### src/rtl/des_pkg.sv
// Shared DES definitions: block/half widths, initial permutation table and
// the block-loader FSM state encoding.
package des_pkg;

   localparam int BLOCK_W         = 64;
   localparam int HALF_W          = 32;
   localparam int BYTE_W          = 8;
   localparam int BYTES_PER_BLOCK = BLOCK_W / BYTE_W;

   // IP_TABLE[i-1] is the PLAIN bit that becomes IP output bit i (DES bit 1 = first bit).
   localparam int unsigned IP_TABLE [BLOCK_W] = '{
      58, 50, 42, 34, 26, 18, 10, 2,
      60, 52, 44, 36, 28, 20, 12, 4,
      62, 54, 46, 38, 30, 22, 14, 6,
      64, 56, 48, 40, 32, 24, 16, 8,
      57, 49, 41, 33, 25, 17,  9, 1,
      59, 51, 43, 35, 27, 19, 11, 3,
      61, 53, 45, 37, 29, 21, 13, 5,
      63, 55, 47, 39, 31, 23, 15, 7
   };

   typedef enum logic {
      ST_COLLECT = 1'b0,
      ST_FULL    = 1'b1
   } loader_state_e;

endpackage

### src/rtl/des_ip.sv
// DES initial permutation: purely combinational bit routing of PLAIN[64:1]
// into the two 32-bit halves.
module des_ip
   import des_pkg::*;
(
   input  logic [BLOCK_W:1] plain,
   output logic [HALF_W:1]  half_hi,
   output logic [HALF_W:1]  half_lo
);

   for (genvar i = 1; i <= HALF_W; i++) begin : g_ip
      assign half_lo[i] = plain[IP_TABLE[i-1]];
      assign half_hi[i] = plain[IP_TABLE[HALF_W+i-1]];
   end

endmodule

### src/rtl/des_block_loader.sv
// Collects UART bytes into 64-bit DES blocks, applies the initial permutation
// and presents the halves through a single valid/ready output register.
module des_block_loader
   import des_pkg::*;
#(
   parameter int IDLE_TIMEOUT = 100000
) (
   input  logic                clk,
   input  logic                rst_n,
   input  logic [BYTE_W-1:0]   rx_data,
   input  logic                rx_valid,
   output logic                blk_valid,
   input  logic                blk_ready,
   output logic [HALF_W:1]     half_hi,
   output logic [HALF_W:1]     half_lo,
   output logic [2:0]          byte_cnt,
   output logic                overrun,
   input  logic                clr_ovr,
   output loader_state_e       state
);

   localparam int IDLE_W      = (IDLE_TIMEOUT > 1) ? $clog2(IDLE_TIMEOUT) : 1;
   localparam int IDLE_LAST_I = (IDLE_TIMEOUT > 0) ? IDLE_TIMEOUT - 1 : 0;
   localparam logic [IDLE_W-1:0] IDLE_LAST = IDLE_LAST_I[IDLE_W-1:0];

   loader_state_e     state_nxt;
   logic [BYTE_W-1:0] bytes_q   [BYTES_PER_BLOCK];
   logic [BYTE_W-1:0] blk_bytes [BYTES_PER_BLOCK];
   logic [BLOCK_W:1]  plain;
   logic [HALF_W:1]   ip_hi;
   logic [HALF_W:1]   ip_lo;
   logic [IDLE_W-1:0] idle_cnt;
   logic              out_free;
   logic              last_byte;
   logic              idle_fire;
   logic              take_byte;
   logic              drop_byte;
   logic              load_out;
   logic              clr_cnt;

   // In COLLECT the incoming byte is merged in so the 8th byte can load the
   // output register in the same cycle it arrives.
   always_comb begin
      blk_bytes = bytes_q;
      if (state == ST_COLLECT) blk_bytes[byte_cnt] = rx_data;
   end

   for (genvar k = 0; k < BYTES_PER_BLOCK; k++) begin : g_byte
      for (genvar m = 0; m < BYTE_W; m++) begin : g_bit
         assign plain[BYTE_W*k+1+m] = blk_bytes[k][BYTE_W-1-m];
      end
   end

   des_ip u_ip (
      .plain   (plain),
      .half_hi (ip_hi),
      .half_lo (ip_lo)
   );

   // Output handshake: a block transfers on every rising edge where blk_valid
   // and blk_ready are both high; while blk_valid is high without blk_ready the
   // halves are held unchanged.
   assign out_free  = !blk_valid || blk_ready;
   assign last_byte = (byte_cnt == 3'(BYTES_PER_BLOCK - 1));
   assign idle_fire = (IDLE_TIMEOUT != 0) && (state == ST_COLLECT) && !rx_valid &&
                      (byte_cnt != 3'd0) && (idle_cnt == IDLE_LAST);

   always_ff @(posedge clk or negedge rst_n) begin
      if (!rst_n) state <= ST_COLLECT;
      else        state <= state_nxt;
   end

   always_comb begin
      state_nxt = state;
      take_byte = 1'b0;
      drop_byte = 1'b0;
      load_out  = 1'b0;
      clr_cnt   = 1'b0;
      case (state)
         ST_COLLECT: begin
            if (rx_valid) begin
               take_byte = 1'b1;
               if (last_byte) begin
                  if (out_free) begin
                     load_out = 1'b1;
                     clr_cnt  = 1'b1;
                  end else begin
                     state_nxt = ST_FULL;
                  end
               end
            end else if (idle_fire) begin
               clr_cnt = 1'b1;
            end
         end
         ST_FULL: begin
            drop_byte = rx_valid;
            if (blk_valid && blk_ready) begin
               load_out  = 1'b1;
               clr_cnt   = 1'b1;
               state_nxt = ST_COLLECT;
            end
         end
         default: state_nxt = ST_COLLECT;
      endcase
   end

   always_ff @(posedge clk or negedge rst_n) begin
      if (!rst_n) begin
         for (int k = 0; k < BYTES_PER_BLOCK; k++) bytes_q[k] <= '0;
         byte_cnt  <= '0;
         idle_cnt  <= '0;
         blk_valid <= 1'b0;
         half_hi   <= '0;
         half_lo   <= '0;
         overrun   <= 1'b0;
      end else begin
         if (take_byte) bytes_q[byte_cnt] <= rx_data;

         // A full block parked in FULL keeps byte_cnt at 7 until it loads.
         if (clr_cnt)                      byte_cnt <= '0;
         else if (take_byte && !last_byte) byte_cnt <= byte_cnt + 3'd1;

         if (state == ST_COLLECT && !rx_valid && byte_cnt != 3'd0 && !idle_fire)
            idle_cnt <= idle_cnt + 1'b1;
         else
            idle_cnt <= '0;

         if (load_out) begin
            blk_valid <= 1'b1;
            half_hi   <= ip_hi;
            half_lo   <= ip_lo;
         end else if (blk_ready) begin
            blk_valid <= 1'b0;
         end

         if (drop_byte)    overrun <= 1'b1;
         else if (clr_ovr) overrun <= 1'b0;
      end
   end

endmodule

### config.mk
export PLATFORM = sky130hd
export DESIGN_NAME = des_block_loader
export DESIGN_NICKNAME = d
export VERILOG_FILES = /design/src/rtl/des_pkg.sv /design/src/rtl/des_ip.sv /design/src/rtl/des_block_loader.sv
export SDC_FILE = /design/constraint.sdc
export NUM_CORES = 1
export LEC_CHECK = 0
export CORE_MARGIN = 3
export CORE_UTILIZATION = 56
export DETAILED_ROUTE_END_ITERATION = 8
export PLACE_DENSITY = 0.79
export SLEW_MARGIN = 30
export SYNTH_ARGS = -nofsm -noshare
export SYNTH_HDL_FRONTEND = slang
export SYNTH_HIERARCHICAL = 1
export SYNTH_SLANG_ARGS = --single-unit
### constraint.sdc
create_clock -name clk -period 2.5 [get_ports clk]
set_input_delay 0.75 -clock clk [delete_from_list [all_inputs] [get_ports clk]]
set_output_delay 0.75 -clock clk [all_outputs]
set_load 0.03 [all_outputs]
==> results.txt <==
----------------------------------------------------
[Setup path]
  Crit path buffers/inverters ... 1
  Crit Reg-Reg Endpoint ... half_hi[29]$_DFFE_PN0P_
  Critical Path Source Type ... flop
  FF-to-FF path depth ... 5
  Family of cells with the greatest summed delay on the critical path ... buffers and inverters
  CP cell instances ... clkdlybuf4s50_1
  Critical register-to-register path startpoint ... byte_cnt[2]$_DFFE_PN0P_
  Slowest cell on crit path ... sky130_fd_sc_hd__clkdlybuf4s50_1
  Longest individual stage delay on the worst path ... 0.70 ns
  Crit path max fanout ... 5
  Endpoint class of the critical path ... output port
  Capturing instance or port of the critical path ... blk_valid
  Data arrival time of the critical path ... 1.53 ns
  Number of logic stages on the critical path including buffering ... 1
  Worst EP required ... 1.75 ns
  Timing startpoint of the critical path ... blk_valid$_DFFE_PN0P_
  Critical path type ... reg -> out
  Setup slack of the most critical reg-to-reg path ... 0.36 ns

[Clock tree]
  CTS tree ... yes
  Clk root buf ... sky130_fd_sc_hd__clkbuf_16
  Maximum buffer depth of the clock tree ... 2
  Clock-pin transition on the worst setup and hold timing paths ... 0.06 ns
  Total clock sinks ... 151
  Clock buffer count from CTS ... 17
  Post-CTS Setup Inserts ... 0
  Clk_lat worst skew ... 0.42 ns
  CTS H-Tree Depth ... 4

[Placement]
  DP Worst Slack ... -0.0455 ns
  Number of buffer cells added on primary ports ... 82
  Final HPWL DP ... 9640 um
  Weighted congestion at the end of routability-driven global placement ... 0.788
  Dpl cells ... 740

[Detailed routing]
  DRT antenna net count ... 0
  Via Count ... 4171
  Ratio of routed vias to standard cells ... 5.40
  DR WL/cell ... 18.6 um
  Total wire length after detailed routing ... 14400 um
  Pre-antenna DRT Iters ... 6
  DR DRC count ... 0
  DR iter-0 viols ... 165

[Power]
  Part of the power in registers ... 0.344
  Combinational cell fraction of total power ... 0.438
  Power per Cell Area ... 1410 nW/um^2
  Internal cell power ... 8.06 mW
  Pleak ... 3.71 nW
  Clock network fraction of total power ... 0.217
  Peak supply drop ... 860 uV
  Post-layout power ... 12.2 mW
  Net Switching ... 4.16 mW
  Net switching fraction of the power ... 0.341

[Synthesis]
  Portion of synthesized cell area occupied by the leading cell type ... 0.517
  Number of flops mapped to enable cells by yosys ... 0
  Async set-reset flop share out of synthesis ... 1.00
  Dominant synthesized flop cell ... sky130_fd_sc_hd__dfrtp_1
  Cell area after technology mapping ... 7310 sq um
  Top post-synthesis cells by count ... sky130_fd_sc_hd__mux2_2, sky130_fd_sc_hd__dfrtp_1, sky130_fd_sc_hd__buf_4
  Most frequent cell after synthesis ... sky130_fd_sc_hd__mux2_2
  Average instance area after synthesis ... 13.3 sq um
  Count of distinct cell types in the synthesized netlist ... 37
  Synthesized Nets ... 566
  Leading post-synthesis cells by cell area ... sky130_fd_sc_hd__dfrtp_1, sky130_fd_sc_hd__mux2_2, sky130_fd_sc_hd__buf_4
  Sequential fraction of the synthesis area ... 0.517
  Post-Synthesis Cells ... 549
  Total of flip-flops plus latches after synthesis ... 151
  Count of yosys warnings during synthesis ... 6
  Top cell type by total area after synthesis ... sky130_fd_sc_hd__dfrtp_1

[STA]
  Final Skew ... 0.00693 ns
  Setup ws final ... 0.216 ns
  Final count of negative-setup-slack endpoints ... 0
  RSZ-0062 raised after global routing ... no
  Fmax achieved ... 438 MHz
  Tcrit/Tclk final ... 0.914
  Period minus WS final ... 2.28 ns
  Fin. Hold Viols ... 0
  Worst-Margin Slew ... 0.640 ns
  Headroom to the max-slew limit ... 0.572
  Max-slew violation count ... 0
  Setup tns final ... 0 ns

[Floorplan]
  Overall die width ... 120 um
  Cell row count ... 41
  Starting Density ... 0.577
  Height of the chip ... 120 um
  Core area ... 12700 sq um
  Die Outline Area ... 14500 sq um
  Number of I/O pins ... 83

[Worst hold path]
  Class of the most critical hold timing path ... in -> async

[Layout]
  P&R area growth vs syn ... 18.2%
  Post-layout instance count excluding filler cells ... 772
  Share of final-layout standard cells stronger than drive strength 1 ... 0.435
  Finished Core Util ... 0.682
  Number of nets at the end of the flow ... 604
  Antenna cell count ... 0

[Job]
  Number of violations of the max-capacitance limit ... 0

[Global routing]
  First-pass GRT wire length ... 23900 um
  Initial antenna violation count ... 0
  Largest net degree at the start of global routing ... 44
  Number of global-route vias before repair ... 4524
  Sum of overflow across all layers after global routing ... 0
  GRT Overall Usage ... 0.214

[Run status]
  Result of the run ... completed

----------------------------------------------------
through the flow:
step	hold slack (ns)	instance area, sq um
after floorplan	0.448	7310
after global placement	0.460	8020
after detailed placement	0.485	8020
after CTS	0.255	8640
after global routing	0.271	8640
final	0.255	8640
per-layer routing:
| layer | up-vias | track usage | wire, um |
|---|---|---|---|
| met5 | - | 0 | 0 |
| met4 | 0 | 0.0814 | 252 |
| met3 | 21 | 0.0482 | 500 |
| met2 | 90 | 0.365 | 7410 |
| met1 | 2130 | 0.268 | 6210 |
| li1 | 1930 | - | - |
area by class of cell:
cell class | instances | area [sq um]
Clock buffer | 25 | 505
Clock inverter | 7 | 115
Fill cell | 904 | 4030
Inverter | 5 | 18.8
Multi-Input combinational cell | 304 | 2900
Sequential cell | 151 | 3780
Tap cell | 172 | 215
Timing Repair Buffer | 108 | 1110
power by group through the flow:
stage / Combinational [mW] / Sequential (mW) / Clock (mW)
after floorplan: 3.43 / 5.09 / 0
after global placement: 5.24 / 4.18 / 0
after detailed placement: 5.36 / 4.25 / 0
after CTS: 5.42 / 4.22 / 2.69
after global routing: 5.71 / 4.36 / 2.80
final: 5.36 / 4.21 / 2.65
worst min-delay path by stage:
stage	start	end	slack [ns]	cells after the start
floorplan	rst_n	blk_valid$_DFFE_PN0P_	0.45	0
global placement	idle_cnt[0]$_DFF_PN0_	idle_cnt[0]$_DFF_PN0_	0.46	1
detailed placement	idle_cnt[0]$_DFF_PN0_	idle_cnt[0]$_DFF_PN0_	0.49	1
CTS	rst_n	bytes_q[7]$_DFFE_PN0P_	0.26	1
global route	rst_n	half_hi[29]$_DFFE_PN0P_	0.27	1
finish	rst_n	half_hi[29]$_DFFE_PN0P_	0.26	1
logic make-up after synthesis:
| family | synth area share |
|---|---|
| flip-flops | 0.517 |
| AND/OR/NAND/NOR | 0.0625 |
| buffers and inverters | 0.0863 |
| XOR/XNOR | 0.0168 |
| adder cells (fa/ha/maj) | 0.00685 |
| AO/OA/AOI/OAI | 0.00804 |
| multiplexers | 0.303 |
layout by cell type (no fill, tap or decap), types with 3 or more instances in the layout:
cell type / instances
sky130_fd_sc_hd__bufinv_16: 3
sky130_fd_sc_hd__clkbuf_1: 3
sky130_fd_sc_hd__clkbuf_8: 5
sky130_fd_sc_hd__xor2_1: 9
sky130_fd_sc_hd__clkdlybuf4s50_1: 78
sky130_fd_sc_hd__nand4_1: 8
sky130_fd_sc_hd__o21ai_0: 3
sky130_fd_sc_hd__inv_1: 4
sky130_fd_sc_hd__nor2_2: 3
sky130_fd_sc_hd__nand3_1: 7
sky130_fd_sc_hd__nand2b_1: 4
sky130_fd_sc_hd__buf_12: 7
sky130_fd_sc_hd__nor4_1: 3
sky130_fd_sc_hd__nor2_1: 21
sky130_fd_sc_hd__mux2_4: 8
sky130_fd_sc_hd__ha_1: 4
sky130_fd_sc_hd__clkbuf_16: 17
sky130_fd_sc_hd__buf_4: 19
sky130_fd_sc_hd__xnor2_1: 5
sky130_fd_sc_hd__nor3_1: 5
sky130_fd_sc_hd__dfrtp_1: 151
sky130_fd_sc_hd__a21oi_1: 3
sky130_fd_sc_hd__and4_1: 3
sky130_fd_sc_hd__nand2_1: 11
sky130_fd_sc_hd__nor3_2: 5
sky130_fd_sc_hd__mux2_2: 184
timing repair:
item | 4_1_cts | 5_1_grt
hold buffers | 0 | 0
hold endpoints to repair | 0 | 0
setup endpoints to repair | 1 | 2
resized for setup | 1 | 2
registers in the layout (all words and copies together), names as in the netlist:
signal,count
half_lo,32
state,1
byte_cnt,3
blk_valid,1
overrun,1
bytes_q,64
idle_cnt,17
half_hi,32
No activity file was read; power rests on OpenSTA's default activity.
==> edit 1: new RTL, config.mk and constraints unchanged <==
Reset style: synchronous (`rst_n`), changed in 2 clocked blocks.
--- a/src/rtl/des_block_loader.sv
+++ b/src/rtl/des_block_loader.sv
@@ -67,3 +67,3 @@
 
-   always_ff @(posedge clk or negedge rst_n) begin
+   always_ff @(posedge clk) begin
       if (!rst_n) state <= ST_COLLECT;
@@ -106,3 +106,3 @@
 
-   always_ff @(posedge clk or negedge rst_n) begin
+   always_ff @(posedge clk) begin
       if (!rst_n) begin
Formal check against the unedited RTL: differs if rst_n is asserted again (counterexample within 4 cycles, from zero or initial values and one cycle with rst_n low); with rst_n held inactive, the same outputs for 10 cycles.
==> edit 1 against the unedited design <==
Core utilization rose by 0.62 points. Routed wire length rose by 8.1%. Via count rose by 24%. Final area fell by 6.7%. Worst setup slack got worse by 0.093 ns. Sequential cell count did not move. Hold slack improved by 0.19 ns. Critical path depth did not move. Synthesized area fell by 6.1%. Maximum frequency fell by 3.9%.
Power is not compared: it rests on default switching activity, and its combinational part moved more than twofold at a synthesized area within 25%.
==> edit 1: results (changes against the unedited design) <==
[yosys]
syn_nets = 779  ; was 566
seq_area_frac_synth = 0.441  ; was 0.517
synth.area.top_cells = dfxtp_1, mux2_2, mux2i_1, nand2_1, buf_4  ; was dfrtp_1, mux2_2, buf_4, mux2_4, nor2_1
ys_top_cells_by_count = dfxtp_1, nand2_1, nor2_1  ; was mux2_2, dfrtp_1, buf_4
yosysUniqueCellTypes = 45  ; was 37
async_flop_share = 0  ; was 1.00

[placed_design]
globalplace.congestion = 0.857  ; was 0.788
dp_hpwl_microns = 10300  ; was 9640 microns
place_area_sq_um = 7480  ; was 8020 sq um

[grt]
grt_max_degree = 132  ; was 44
grt_antenna_before_repair = 0  ; unchanged
grt_use_total = 0.238  ; was 0.214
grt_pass1_wl_microns = 25200  ; was 23900 microns
grt_pass1_vias = 5121  ; was 4524

[finish]
final_nets = 801  ; was 604
drive_above_1_share = 0.177  ; was 0.435

[critical_path]
slowest_stage = clkdlybuf4s50_1  ; unchanged
slowest_delay_ns = 0.73  ; was 0.70 ns
critPathArrivalTime_ns = 1.63  ; was 1.53 ns
crit_fanout = 7  ; was 5

[clock_tree]
htree_levels = 4  ; unchanged
path_clk_slew_ns = 0.06  ; about the same
cts_setup_buffers = 0  ; unchanged

[drt]
vias_per_cell = 5.52  ; was 5.40
wl_microns = 15500  ; was 14400 microns
drtIter0Drc = 324  ; was 165
first_pass_iters = 5  ; was 6

[timing]
finClkSkew_ns = 0.00664  ; was 0.00693 ns
max-slew-margin-rel = 0.579  ; was 0.572

[hold_path]
hold_path_class = register to register  ; was primary input to asynchronous set/reset pin

[power]
irDropWorstVdd_v = 0.000453

[status]
status = finished, final reports clean  ; unchanged

edit 1: timing repair:
action | in CTS | in global routing
hold buffers | 0 | 0
endpoints found under the setup margin | 3 | 0
gates resized for setup | 3 | 0
edit 1: layout make-up:
| cell class | count | area (sq um) |
|---|---|---|
| Timing Repair Buffer | 111 | 1100 |
| Fill cell | 917 | 3650 |
| Clock buffer | 21 | 460 |
| Tap cell | 143 | 179 |
| Multi-Input combinational cell | 497 | 3150 |
| Clock inverter | 11 | 125 |
| Sequential cell | 151 | 3020 |
| Inverter | 6 | 23.8 |
edit 1: per-layer routing:
| metal | track usage | vias to the layer above | wire length, microns |
|---|---|---|---|
| met5 | 0 | - | 0 |
| met4 | 0.102 | 0 | 397 |
| met3 | 0.0570 | 33 | 739 |
| met2 | 0.392 | 151 | 7560 |
| met1 | 0.299 | 2475 | 6850 |
| li1 | - | 2528 | - |
edit 1: per-stage QoR:
| step | worst slack [ns] | cells | utilization | TNS, ns |
|---|---|---|---|---|
| 4_1_cts | 0.128 | 940 | 0.688 | 0 |
| 6_report | 0.123 | 940 | 0.688 | 0 |
| 5_1_grt | 0.0659 | 940 | 0.688 | 0 |
| 3_3_place_gp | -0.00101 | 908 | 0.639 | -0.00101 |
| 3_5_place_dp | -0.0586 | 908 | 0.639 | -0.366 |
| 2_1_floorplan | 0.355 | 762 | - | 0 |
edit 1: cell families after synthesis:
logic type | count (synthesis) | share of synthesized area
DFF | 151 | 0.441
AOI/OAI and AO/OA | 78 | 0.0605
and+or+nand+nor | 273 | 0.175
adders and majority gates | 4 | 0.00729
buffers and inverters | 114 | 0.100
xor gates and xnor gates | 14 | 0.0179
muxes | 128 | 0.198
edit 1: final timing paths:
path                     from            to  slack (ns)  cells past startpoint
setup / recovery    blk_valid     blk_valid        0.12                      1
hold / removal    idle_cnt[0]   idle_cnt[0]        0.45                      1
setup reg to reg  byte_cnt[0]  idle_cnt[16]        0.30                      5
hold reg to reg   idle_cnt[0]   idle_cnt[0]        0.45                      1
edit 1: report_power, final:
part           total [W]  switching [W]  internal (W)
clock            0.00251       0.000995       0.00152
sequential       0.00246      0.0000228       0.00243
combinational   0.000311       0.000175      0.000136
total            0.00528        0.00119       0.00409
==> edit 2: new RTL, same flow settings <==
Made on the original files. The parameter `IDLE_TIMEOUT` goes from 100000 to 50000.
--- a/src/rtl/des_block_loader.sv
+++ b/src/rtl/des_block_loader.sv
@@ -5,3 +5,3 @@
 #(
-   parameter int IDLE_TIMEOUT = 100000
+   parameter int IDLE_TIMEOUT = 50000
 ) (
Behaviour: no difference found for any inputs over 10 cycles, from zero or initial values and one cycle with rst_n low; that may be too few to reach the edited logic, so the function may still have changed.
==> edit 2 against the unedited design <==
Worst setup slack lost 0.0032 ns. Critical path depth unchanged. Final area is essentially flat. Sequential cell count shrank 1. Routed wire length is 1.3% lower. Power shrank 1.1%. First-iteration DRC count increased by 15%. Synthesized area down 0.50%. Critical endpoint unchanged. Largest power group unchanged.
==> edit 2: results (changes against the unedited design) <==
[status]
status = finished, final reports clean  ; unchanged

[critical_path]
crit_fanout = 5  ; unchanged
reg2reg_from = byte_cnt[0]  ; was byte_cnt[2]
slowest_delay_ns = 0.70  ; about the same
rrSetupSlack_ns = 0.32  ; was 0.36 ns
critical_path.endpoint = blk_valid  ; unchanged
ff2ff_path_depth = 6  ; was 5
slowest_stage = clkdlybuf4s50_1  ; unchanged
critPathArrivalTime_ns = 1.54
r2r_end = half_lo[24]  ; was half_hi[29]

[timing]
finClkSkew_ns = 0.00800  ; was 0.00693 ns
finalCriticalPeriod_ns = 2.29  ; was 2.28 ns
hold_ws_ns = 0.268  ; was 0.255 ns
tightest_slew_ns = 0.546  ; was 0.640 ns
hold_viol = 0  ; unchanged

[power]
irDropWorstVdd_v = 0.000786  ; was 0.000860 V
p_leak_nw = 3.72  ; was 3.71 nW
p_int_w = 0.00797  ; was 0.00806 W

[finish]
fillers = 914  ; was 904
drive_above_1_share = 0.443  ; was 0.435
fin_area_sq_um = 8640  ; about the same
final_nets = 606  ; was 604
antenna_cells = 0  ; unchanged

[placed_design]
dp_cells = 742  ; was 740
pre_cts_ws_ns = -0.0613  ; was -0.0455 ns
place_area_sq_um = 8040  ; was 8020 sq um
dp_hpwl_microns = 9670  ; was 9640 microns
port_buffers = 82  ; unchanged
globalplace.congestion = 0.786  ; was 0.788

[drt]
vias_per_cell = 5.33  ; was 5.40
wl_per_cell_microns = 18.4  ; was 18.6 microns
drtIter0Drc = 189  ; was 165
wl_microns = 14200  ; was 14400 microns
first_pass_iters = 4  ; was 6

[yosys]
synthCells = 546  ; was 549
syn_nets = 563  ; was 566
yosysUniqueCellTypes = 38  ; was 37
ys_top_cells_by_count = mux2_2, dfrtp_1, buf_4  ; unchanged
synth.area.top_cells = dfrtp_1, mux2_2, buf_4, mux2_4, nor2_1  ; unchanged
seq_area_frac_synth = 0.516  ; was 0.517

[clock_tree]
path_clk_slew_ns = 0.05
cts_root_buf = clkbuf_16  ; unchanged

[grt]
grt_pass1_wl_microns = 22900  ; was 23900 microns
grt_antenna_before_repair = 0  ; unchanged
grt_pass1_vias = 4371  ; was 4524
grt_max_degree = 49  ; was 44
grt_use_total = 0.207  ; was 0.214

[hold_path]
hold_path_class = primary input to asynchronous set/reset pin  ; unchanged

[edit 2: cell count changes after synthesis, sizes merged, moves of 2 or more]
| cell | before | now |
|---|---|---|
| clkbuf | 11 | 13 |
| or4 | 2 | 0 |
| xnor2 | 5 | 7 |
| inv | 5 | 7 |
| xor2 | 9 | 6 |
| nor2 | 24 | 26 |
| nand3 | 7 | 4 |
| o31ai | 2 | 0 |
| and3 | 0 | 2 |
| nor4bb | 0 | 2 |
| nand2 | 11 | 8 |
[edit 2: logic make-up (layout without fill, tap and decap cells)]
family                     count (synthesis)  in the layout  synth area share
muxes                                    194            194             0.304
DFF                                      150            150             0.516
buffers and inverters                     97            151            0.0881
and+or+nand+nor                           79             79            0.0619
xor gates and xnor gates                  13             13            0.0157
AOI/OAI and AO/OA                          9              9           0.00723
adders and majority gates                  4              4           0.00688
[edit 2: repair_timing]
action / CTS / global route
gates resized for setup: 1 / 2
hold endpoints to repair: 0 / 0
setup buffers: 0 / 0
setup endpoints to repair: 1 / 2
[edit 2: final cells by class]
cell class / instances / share of cell area
inverters: 7 / 0.00304
flip-flops and latches: 150 / 0.435
well taps: 172 / 0.0249
repair buffers: 114 / 0.134
clock inverters: 7 / 0.0138
clock buffers: 23 / 0.0553
multi-input cells: 299 / 0.335
[edit 2: power by group through the flow]
stage          logic [W]  clock network (W)  registers [W]
2_1_floorplan    0.00341                  0        0.00506
3_3_place_gp     0.00523                  0        0.00415
3_5_place_dp     0.00535                  0        0.00422
4_1_cts          0.00539            0.00262        0.00420
5_1_grt          0.00565            0.00273        0.00432
6_report         0.00533            0.00258        0.00418
[edit 2: routing by layer]
layer  up-vias  global-route usage  part of all wire
met5         -                   0                 0
met4         0              0.0809             0.020
met3        20              0.0448             0.035
met2        79               0.347              0.50
met1      2079               0.262              0.45
li1       1933                   -                 -
